### src/rtl/calib_if.sv
// calib_if: handshake bundle between calib_ctrl and its EEPROM, capture RAM and output consumer.
interface calib_if #(parameter int ADDR_W = 9, parameter int EEP_AW = 6);
  logic start;
  logic [1:0] ch;
  logic [ADDR_W-1:0] len;
  logic eep_rd;
  logic [EEP_AW-1:0] eep_addr;
  logic eep_rdy;
  logic [7:0] eep_data;
  logic smp_rd;
  logic [ADDR_W-1:0] smp_addr;
  logic [7:0] smp_data;
  logic out_vld;
  logic out_rdy;
  logic [7:0] out_data;
  logic [ADDR_W-1:0] out_idx;
  logic [7:0] off_q;
  logic [7:0] gain_q;
  logic busy;
  logic done;
  modport master (
    output start, ch, len, eep_rdy, eep_data, smp_data, out_rdy,
    input  eep_rd, eep_addr, smp_rd, smp_addr, out_vld, out_data, out_idx, off_q, gain_q, busy, done
  );
  modport slave (
    input  start, ch, len, eep_rdy, eep_data, smp_data, out_rdy,
    output eep_rd, eep_addr, smp_rd, smp_addr, out_vld, out_data, out_idx, off_q, gain_q, busy, done
  );
endinterface

### src/rtl/calib_ctrl.sv
// calib_ctrl: fetches per-channel offset/gain from EEPROM, streams capture RAM through the
// calibration arithmetic into a 2-entry output FIFO with valid/ready backpressure.
module calib_ctrl #(
  parameter int ADDR_W = 9,
  parameter int EEP_AW = 6
) (
  input logic clk,
  input logic rst,
  calib_if.slave bus
);
  typedef enum logic [2:0] {IDLE, EOFF, EGAIN, RUN, FIN} state_t;
  state_t st;
  logic [1:0] ch_q;
  logic [ADDR_W-1:0] len_q, rd_cnt, tx_cnt, infl_idx;
  logic infl, wp, rp, pop, last;
  logic [1:0] occ;
  logic [2:0] lvl;
  logic [ADDR_W+7:0] mem [2];
  logic signed [9:0] s10;
  logic [7:0] s8, res;
  logic [8:0] ph;
  assign pop = bus.out_vld & bus.out_rdy;
  // a slot freed by this cycle's transfer may be reused by a read issued in the same cycle
  assign lvl = {1'b0, occ} - {2'b0, pop} + {2'b0, infl};
  assign bus.smp_rd = st == RUN && rd_cnt != len_q && lvl < 3'd2;
  assign bus.smp_addr = rd_cnt;
  assign bus.out_vld = occ != 2'd0;
  assign {bus.out_idx, bus.out_data} = mem[rp];
  assign last = pop && tx_cnt == len_q - 1'b1;
  assign s10 = $signed({2'b00, bus.smp_data}) + $signed({{2{bus.off_q[7]}}, bus.off_q});
  assign s8 = s10[9] ? 8'h00 : s10[8] ? 8'hFF : s10[7:0];
  assign ph = 9'((16'(s8) * 16'(bus.gain_q)) >> 7);
  assign res = ph[8] ? 8'hFF : ph[7:0];
  always_ff @(posedge clk or posedge rst)
    if (rst) begin
      occ <= '0;
      wp <= 1'b0;
      rp <= 1'b0;
      infl <= 1'b0;
      infl_idx <= '0;
      mem[0] <= '0;
      mem[1] <= '0;
    end else begin
      infl <= bus.smp_rd;
      infl_idx <= rd_cnt;
      if (infl) begin
        mem[wp] <= {infl_idx, res};
        wp <= ~wp;
      end
      if (pop) rp <= ~rp;
      occ <= occ + {1'b0, infl} - {1'b0, pop};
    end
  always_ff @(posedge clk or posedge rst)
    if (rst) begin
      st <= IDLE;
      ch_q <= '0;
      len_q <= '0;
      rd_cnt <= '0;
      tx_cnt <= '0;
      bus.eep_rd <= 1'b0;
      bus.eep_addr <= '0;
      bus.off_q <= '0;
      bus.gain_q <= '0;
      bus.busy <= 1'b0;
      bus.done <= 1'b0;
    end else begin
      bus.eep_rd <= 1'b0;
      bus.done <= 1'b0;
      if (bus.smp_rd) rd_cnt <= rd_cnt + 1'b1;
      if (pop) tx_cnt <= tx_cnt + 1'b1;
      case (st)
        IDLE: if (bus.start) begin
          ch_q <= bus.ch;
          len_q <= bus.len;
          rd_cnt <= '0;
          tx_cnt <= '0;
          bus.eep_rd <= 1'b1;
          bus.eep_addr <= EEP_AW'({bus.ch, 1'b0});
          bus.busy <= 1'b1;
          st <= EOFF;
        end
        EOFF: if (bus.eep_rdy) begin
          bus.off_q <= bus.eep_data;
          bus.eep_rd <= 1'b1;
          bus.eep_addr <= EEP_AW'({ch_q, 1'b1});
          st <= EGAIN;
        end
        EGAIN: if (bus.eep_rdy) begin
          bus.gain_q <= bus.eep_data;
          st <= len_q == '0 ? FIN : RUN;
          bus.done <= len_q == '0;
          bus.busy <= len_q != '0;
        end
        RUN: if (last) begin
          st <= FIN;
          bus.done <= 1'b1;
          bus.busy <= 1'b0;
        end
        default: st <= IDLE;
      endcase
    end
endmodule

### src/flat_wrapper.sv
// flat-port wrapper written by rule: the top's interface ports become plain ports
module calib_ctrl_flat 
#(
  parameter int ADDR_W = 9,
  parameter int EEP_AW = 6
)
  (clk, rst, bus_start, bus_ch, bus_len, bus_eep_rdy, bus_eep_data, bus_smp_data, bus_out_rdy, bus_eep_rd, bus_eep_addr, bus_smp_rd, bus_smp_addr, bus_out_vld, bus_out_data, bus_out_idx, bus_off_q, bus_gain_q, bus_busy, bus_done);
  calib_if #(.ADDR_W(ADDR_W), .EEP_AW(EEP_AW)) bus_i ();
  input logic clk;
  input logic rst;
  input wire logic [$bits(bus_i.start)-1:0] bus_start;
  input wire logic [$bits(bus_i.ch)-1:0] bus_ch;
  input wire logic [$bits(bus_i.len)-1:0] bus_len;
  input wire logic [$bits(bus_i.eep_rdy)-1:0] bus_eep_rdy;
  input wire logic [$bits(bus_i.eep_data)-1:0] bus_eep_data;
  input wire logic [$bits(bus_i.smp_data)-1:0] bus_smp_data;
  input wire logic [$bits(bus_i.out_rdy)-1:0] bus_out_rdy;
  output wire logic [$bits(bus_i.eep_rd)-1:0] bus_eep_rd;
  output wire logic [$bits(bus_i.eep_addr)-1:0] bus_eep_addr;
  output wire logic [$bits(bus_i.smp_rd)-1:0] bus_smp_rd;
  output wire logic [$bits(bus_i.smp_addr)-1:0] bus_smp_addr;
  output wire logic [$bits(bus_i.out_vld)-1:0] bus_out_vld;
  output wire logic [$bits(bus_i.out_data)-1:0] bus_out_data;
  output wire logic [$bits(bus_i.out_idx)-1:0] bus_out_idx;
  output wire logic [$bits(bus_i.off_q)-1:0] bus_off_q;
  output wire logic [$bits(bus_i.gain_q)-1:0] bus_gain_q;
  output wire logic [$bits(bus_i.busy)-1:0] bus_busy;
  output wire logic [$bits(bus_i.done)-1:0] bus_done;
  assign bus_i.start = bus_start;
  assign bus_i.ch = bus_ch;
  assign bus_i.len = bus_len;
  assign bus_i.eep_rdy = bus_eep_rdy;
  assign bus_i.eep_data = bus_eep_data;
  assign bus_i.smp_data = bus_smp_data;
  assign bus_i.out_rdy = bus_out_rdy;
  assign bus_eep_rd = bus_i.eep_rd;
  assign bus_eep_addr = bus_i.eep_addr;
  assign bus_smp_rd = bus_i.smp_rd;
  assign bus_smp_addr = bus_i.smp_addr;
  assign bus_out_vld = bus_i.out_vld;
  assign bus_out_data = bus_i.out_data;
  assign bus_out_idx = bus_i.out_idx;
  assign bus_off_q = bus_i.off_q;
  assign bus_gain_q = bus_i.gain_q;
  assign bus_busy = bus_i.busy;
  assign bus_done = bus_i.done;
  calib_ctrl #(.ADDR_W(ADDR_W), .EEP_AW(EEP_AW)) u_core (.clk(clk), .rst(rst), .bus(bus_i));
endmodule
### config.mk
export PLATFORM = sky130hd
export DESIGN_NAME = calib_ctrl_flat
export DESIGN_NICKNAME = d
export VERILOG_FILES = /design/src/rtl/calib_if.sv /design/src/rtl/calib_ctrl.sv /design/src/flat_wrapper.sv
export SDC_FILE = /design/constraint.sdc
export NUM_CORES = 1
export LEC_CHECK = 0
export ABC_AREA = 0
export BUFFER_PORTS_ARGS = -buffer_cell sky130_fd_sc_hd__buf_2
export CAP_MARGIN = 10
export CORE_ASPECT_RATIO = 2
export CORE_MARGIN = 2
export CORE_UTILIZATION = 55
export DETAILED_ROUTE_END_ITERATION = 10
export GPL_TIMING_DRIVEN = 0
export MAX_ROUTING_LAYER = met4
export PLACE_DENSITY = 0.76
export SYNTH_ARGS = -nofsm -noshare
export SYNTH_HDL_FRONTEND = slang
export SYNTH_SLANG_ARGS = --single-unit
### constraint.sdc
create_clock -name clk -period 12.4 [get_ports clk]
set_clock_uncertainty 0.1 [all_clocks]
set_input_delay 2.48 -clock clk [delete_from_list [all_inputs] [get_ports clk]]
set_output_delay 2.48 -clock clk [all_outputs]
set_load 0.005 [all_outputs]
==> results.yml, run 1 <==
status:
  outcome: "finished, final reports clean"
clock_tree:
  cts_made_buffers: 9
  postCtsSetupBuffers: 0
  cts_hold_buf: 0
  cts_root_buffer: "clkbuf_16"
  clkSinkCount: 102
  clk_latency_ns: 0.35
  cts_resized: 0
  cts_tree: "yes"
  path_clk_slew_ns: 0.08
  cts_max_level: 3
  clockBufferDepth: 2
critical_path:
  cp-endpoint: "u_core.mem[5]"
  critPathKind: "in -> reg"
  cp.required_ns: 12.52
  rrSetupSlack_ns: 5.25
  startpoint: "bus_smp_data[0]"
  start_kind: "primary input"
  worstPathArrival_ns: 9.06
  r2r_cells: 25
  end_kind: "register"
  cp_max_fo: 10
  regToRegStartpoint: "u_core.bus.off_q[0]"
  rr_endpoint: "u_core.mem[5]"
die:
  fp.dieH_um: 166
  core_area_um2: 12800
  rows: 59
  pin_count: 85
  die_x_um: 84.8
  dieArea_um2: 14000
  initial_core_util_pct: 55.9
sta:
  setup_viol: 0
  maxSlewHeadroom_pct: 43.1
  hold_ws_ns: 0.319
  slew_viol_final: 0
  finalSetupTns_ns: 0
  tightest_slew_ns: 0.841
  max_freq_mhz: 112
  finalCritPeriodShare_pct: 72.2
  rsz0062_at_grt: "no"
  final.min_clock_period_ns: 8.95
  finalHoldViolations: 0
drt:
  dr.pass1.iters: 4
  route.detailed.drc: 0
  drtAntennaViolNets: 0
  wirelength_mm: 14.5
  wl_per_cell_um: 15.3
  drtIter0Drc: 213
  vias: 5246
  vias_per_cell: 5.52
cells_and_area:
  fin_util_pct: 63.3
  diodes: 0
  drive_above_1_share_pct: 22.4
  fill_cells: 1064
  nets: 910
  area_growth_pct: 13.2
synthesis:
  synth_edf_count: 0
  syn_area_um2: 7180
  synthTopCellsByCount: "dfrtp_1, mux2_2, inv_1"
  syn_inst: 699
  ys_types: 56
  synth.avg_cell_area_um2: 10.3
  synth.most_common_cell: "dfrtp_1"
  ys_seq_area_share_pct: 35.6
  synth_top_area_cell: "dfrtp_1"
  ys_ff_latch: 102
  yosys-top-cells-area: "dfrtp_1, fa_1, mux2_2"
  synth_flop_cell: "dfrtp_1"
  synth_top_cell_area_share_pct: 35.6
  postSynth.asyncResetShare_pct: 100
  yosysWarnings: 0
global_routing:
  grt_pass1_vias: 5298
  grt_pass1_wl_mm: 25.0
  antenna_found_initial: 0
  grt_usage_pct: 22.5
  grt_max_degree: 75
  gr-total-overflow: 0
hold_path:
  min_path_type: "reg -> reg"
  min_from: "u_core.bus.smp_addr[3]"
place:
  io_buffers: 81
  gp_congestion: 0.881
  hpwl_mm: 11.2
run:
  drv_cap: 0
## state kept, by name, indices dropped and copies added, names as in the netlist
register             cells
u_core.bus.gain_q        8
u_core.rp                1
u_core.mem              34
u_core.infl_idx          9
u_core.bus.busy          1
u_core.len_q             9
u_core.wp                1
u_core.bus.done          1
u_core.bus.off_q         8
u_core.bus.smp_addr      9
u_core.infl              1
u_core.bus.eep_rd        1
u_core.st                3
u_core.bus.eep_addr      3
u_core.tx_cnt            9
u_core.occ               2
u_core.ch_q              2
## placed cells by master, fill, tap and decap left out, types with 7 or more instances in the layout
cell type and instances:
a21o_1 13, a21oi_1 39, and2_1 53, buf_2 83, clkbuf_1 25, clkbuf_16 9, dfrtp_1 102, fa_1 37
ha_1 47, inv_1 53, mux2_2 58, nand2_1 47, nand2b_1 13, nand3_1 7, nand4_1 11, nor2_1 42
o21ai_0 16, o21ai_1 13, xnor2_1 21, xor2_1 27
## worst max-delay path, stage by stage
cell and delay, ns:
buf_2 0.10, ha_1 0.19, inv_1 0.07, fa_1 0.25, nor2b_4 0.06, o31a_4 0.31, a21oi_1 0.16, xor2_1 0.49
a21oi_1 0.39, and2_1 0.29, fa_1 0.47, fa_1 0.52, fa_1 0.54, inv_1 0.05, fa_1 0.57, inv_1 0.05
ha_1 0.38, a21o_1 0.22, a21o_1 0.17, a21oi_1 0.18, nor2b_1 0.24, o31ai_4 0.11, a211o_1 0.26, buf_4 0.17
a2111oi_4 0.25, o21ai_1 0.09
## routing by layer
metal	routed length, um	share of wire (%)	vias to the layer above	GRT usage, %
met1	6610	45	2561	30.1
met4	235	1.6	0	6.28
met2	7240	50	114	36.5
li1	-	-	2551	-
met3	459	3.2	20	2.78
met5	0	0	-	-
## metrics by stage
stage               setup slack, ns  area (um^2)  cells
floorplan                      3.93         7190    701
global placement               3.21         7780    934
detailed placement             3.13         7810    935
CTS                            3.47         8130    951
global route                   3.08         8130    951
finish                         3.45         8130    951
## cells by family after synthesis
family / after synthesis / synth area share [%]
simple gates: 208 / 15.6
compound gates: 108 / 9.90
flops: 102 / 35.6
buf+inv: 85 / 4.69
fa+ha+maj: 84 / 18.5
mux: 63 / 9.80
xor+xnor: 48 / 5.86
other cells: 1 / 0.0522
## final cells by class
type                    count  area (um^2)  area share (%)
plain buffers              31          134            1.65
clock buffers               9          225            2.77
clock inverters             7         90.1            1.11
inverters                  54          205            2.53
multi-input cells         514         4300            52.9
flip-flops and latches    102         2550            31.4
well taps                 152          190            2.34
repair buffers             82          433            5.33
## worst min path at each step
stage	slack, ns	endpoint	cells after the start
after global placement	0.30	u_core.infl_idx[3]	0
after CTS	0.32	u_core.infl_idx[3]	0
after detailed placement	0.31	u_core.infl_idx[3]	0
after global routing	0.33	u_core.infl_idx[3]	0
after floorplan	0.29	u_core.infl_idx[3]	0
final	0.32	u_core.infl_idx[3]	0
Power of run 1 is not shown: default switching activity piles up to over one toggle a cycle in this logic, so the estimate is an artifact.
==> run 2: changes to the inputs <==
--- a/config.mk
+++ b/config.mk
@@ -10,11 +10,11 @@
 export CAP_MARGIN = 10
 export CORE_ASPECT_RATIO = 2
 export CORE_MARGIN = 2
-export CORE_UTILIZATION = 55
+export CORE_UTILIZATION = 54
 export DETAILED_ROUTE_END_ITERATION = 10
 export GPL_TIMING_DRIVEN = 0
 export MAX_ROUTING_LAYER = met4
-export PLACE_DENSITY = 0.76
+export PLACE_DENSITY = 0.78
 export SYNTH_ARGS = -nofsm -noshare
 export SYNTH_HDL_FRONTEND = slang
 export SYNTH_SLANG_ARGS = --single-unit
==> constraint.sdc (replaced) <==
create_clock -name clk -period 7.5 [get_ports clk]
set_clock_uncertainty 0.1 [all_clocks]
set_input_delay 1.5 -clock clk [delete_from_list [all_inputs] [get_ports clk]]
set_output_delay 1.5 -clock clk [all_outputs]
set_load 0.005 [all_outputs]
==> results.yml, run 2 (synthesized netlist as in run 1, its figures left out) <==
status:
  outcome: "finished, final reports clean"
drt:
  vias: 5528
  vias_per_cell: 5.72
  drtIter0Drc: 274
  dr.pass1.iters: 4
  wl_per_cell_um: 18.0
  drtAntennaViolNets: 0
  route.detailed.drc: 0
  wirelength_mm: 17.4
cells_and_area:
  fill_cells: 1027
  top_register: "u_core.mem"
  area_growth_pct: 18.1
  largest_register_ffs: 34
  final_common_cell: "dfrtp_1"
  final_cell_mix: "dfrtp_1, buf_2, mux2_2"
  drive_above_1_share_pct: 27.3
  nets: 924
die:
  initial_core_util_pct: 55.2
  pin_count: 85
  fp.dieH_um: 167
  die_x_um: 85.5
  core_area_um2: 13000
  dieArea_um2: 14300
  rows: 59
critical_path:
  r2r_cells: 28
  slowest_delay_ns: 0.55
  critPathSlowestCell: "fa_1"
  startpoint: "bus_smp_data[0]"
  worstPathArrival_ns: 7.41
  start_kind: "primary input"
  cp.required_ns: 7.61
  cp_top_family: "adder cells"
  regToRegStartpoint: "u_core.bus.off_q[0]"
  cp-endpoint: "u_core.mem[5]"
  critPathKind: "in -> reg"
  rrSetupSlack_ns: 1.02
  cp.buffers_inverters: 8
  cp_max_fo: 10
  rr_endpoint: "u_core.mem[5]"
  end_kind: "register"
  crit_cells: 29
sta:
  maxSlewHeadroom_pct: 40.9
  max_freq_mhz: 137
  finalHoldViolations: 0
  setup_viol: 0
  finalCritPeriodShare_pct: 97.3
  final.min_clock_period_ns: 7.30
  hold_ws_ns: 0.313
  slew_viol_final: 0
  tightest_slew_ns: 0.874
place:
  gp_congestion: 0.909
  io_buffers: 81
  hpwl_mm: 13.4
clock_tree:
  clkSinkCount: 102
  clockBufferDepth: 2
  path_clk_slew_ns: 0.08
  cts_made_buffers: 9
  cts_root_buffer: "clkbuf_16"
  clk_latency_ns: 0.35
  cts_tree: "yes"
  cts_max_level: 3
global_routing:
  grt_pass1_wl_mm: 28.8
  grt_max_degree: 75
  grt_usage_pct: 26.0
  gr-total-overflow: 0
  grt_pass1_vias: 6129
  antenna_found_initial: 1
run:
  drv_cap: 0
hold_path:
  min_path_type: "reg -> reg"
  min_from: "u_core.bus.smp_addr[3]"
==> run 2: changes by cell type in the layout (fill, tap and decap cells not counted), sizes merged <==
cell and change:
buf +16, clkbuf -2, diode +1, inv +4, clkinv -3, clkinvlp -1
==> run 2: what timing repair did <==
item,CTS,global route
gates resized for setup,34,10
endpoints found under the setup margin,16,16
setup buffers,8,9
hold buffers,0,0
pin swaps,11,17
==> run 2: layer usage <==
metal  vias to the layer above  global-route usage (%)  part of all wire, %
met1                      2760                    25.0                   35
met4                         0                    10.6                  3.5
met3                        53                    2.87                  2.7
met5                         -                       -                    0
met2                       143                    50.5                   59
li1                       2572                       -                    -
==> run 2: worst register-to-register path: cells and delay by family, from the launching register on <==
family | cells | cell delay (ns)
XOR/XNOR | 1 | 0.10
buffers and inverters | 7 | 0.75
AO/OA/AOI/OAI | 10 | 1.95
flip-flops | 1 | 0.40
AND/OR/NAND/NOR | 3 | 0.33
adder cells (fa/ha/maj) | 7 | 2.72
==> run 2: stage by stage <==
step	setup TNS (ns)	utilization, %	setup WS [ns]	instance area [um^2]	std cells
4_1_cts	0	64.4	0.00315	8360	958
6_report	0	65.2	0.199	8480	966
3_5_place_dp	-12.71	60.1	-0.923	7810	935
3_3_place_gp	-9.16	59.9	-0.698	7780	934
5_1_grt	-0.00741	65.2	-0.00741	8480	966
2_1_floorplan	0	-	0.0127	7190	701
==> run 2: worst min-delay path by stage <==
stage,to,slack [ns],depth (start not counted)
final,u_core.infl_idx[3],0.31,0
after global routing,u_core.infl_idx[3],0.34,0
after CTS,u_core.infl_idx[3],0.33,0
after detailed placement,u_core.infl_idx[3],0.31,0
after global placement,u_core.infl_idx[3],0.30,0
after floorplan,u_core.infl_idx[3],0.29,0
==> run 2: layout make-up <==
cell class              instances  area [um^2]  share of cell area, %
diodes                          1         2.50                 0.0295
plain buffers                  29          133                   1.56
clock buffers                   9          225                   2.66
clock inverters                 7         71.3                  0.841
inverters                      54          205                   2.42
multi-input cells             514         4530                   53.4
flip-flops and latches        102         2550                   30.1
well taps                     152          190                   2.24
repair buffers                 98          569                   6.72
Power of run 2 is left out for the same reason.
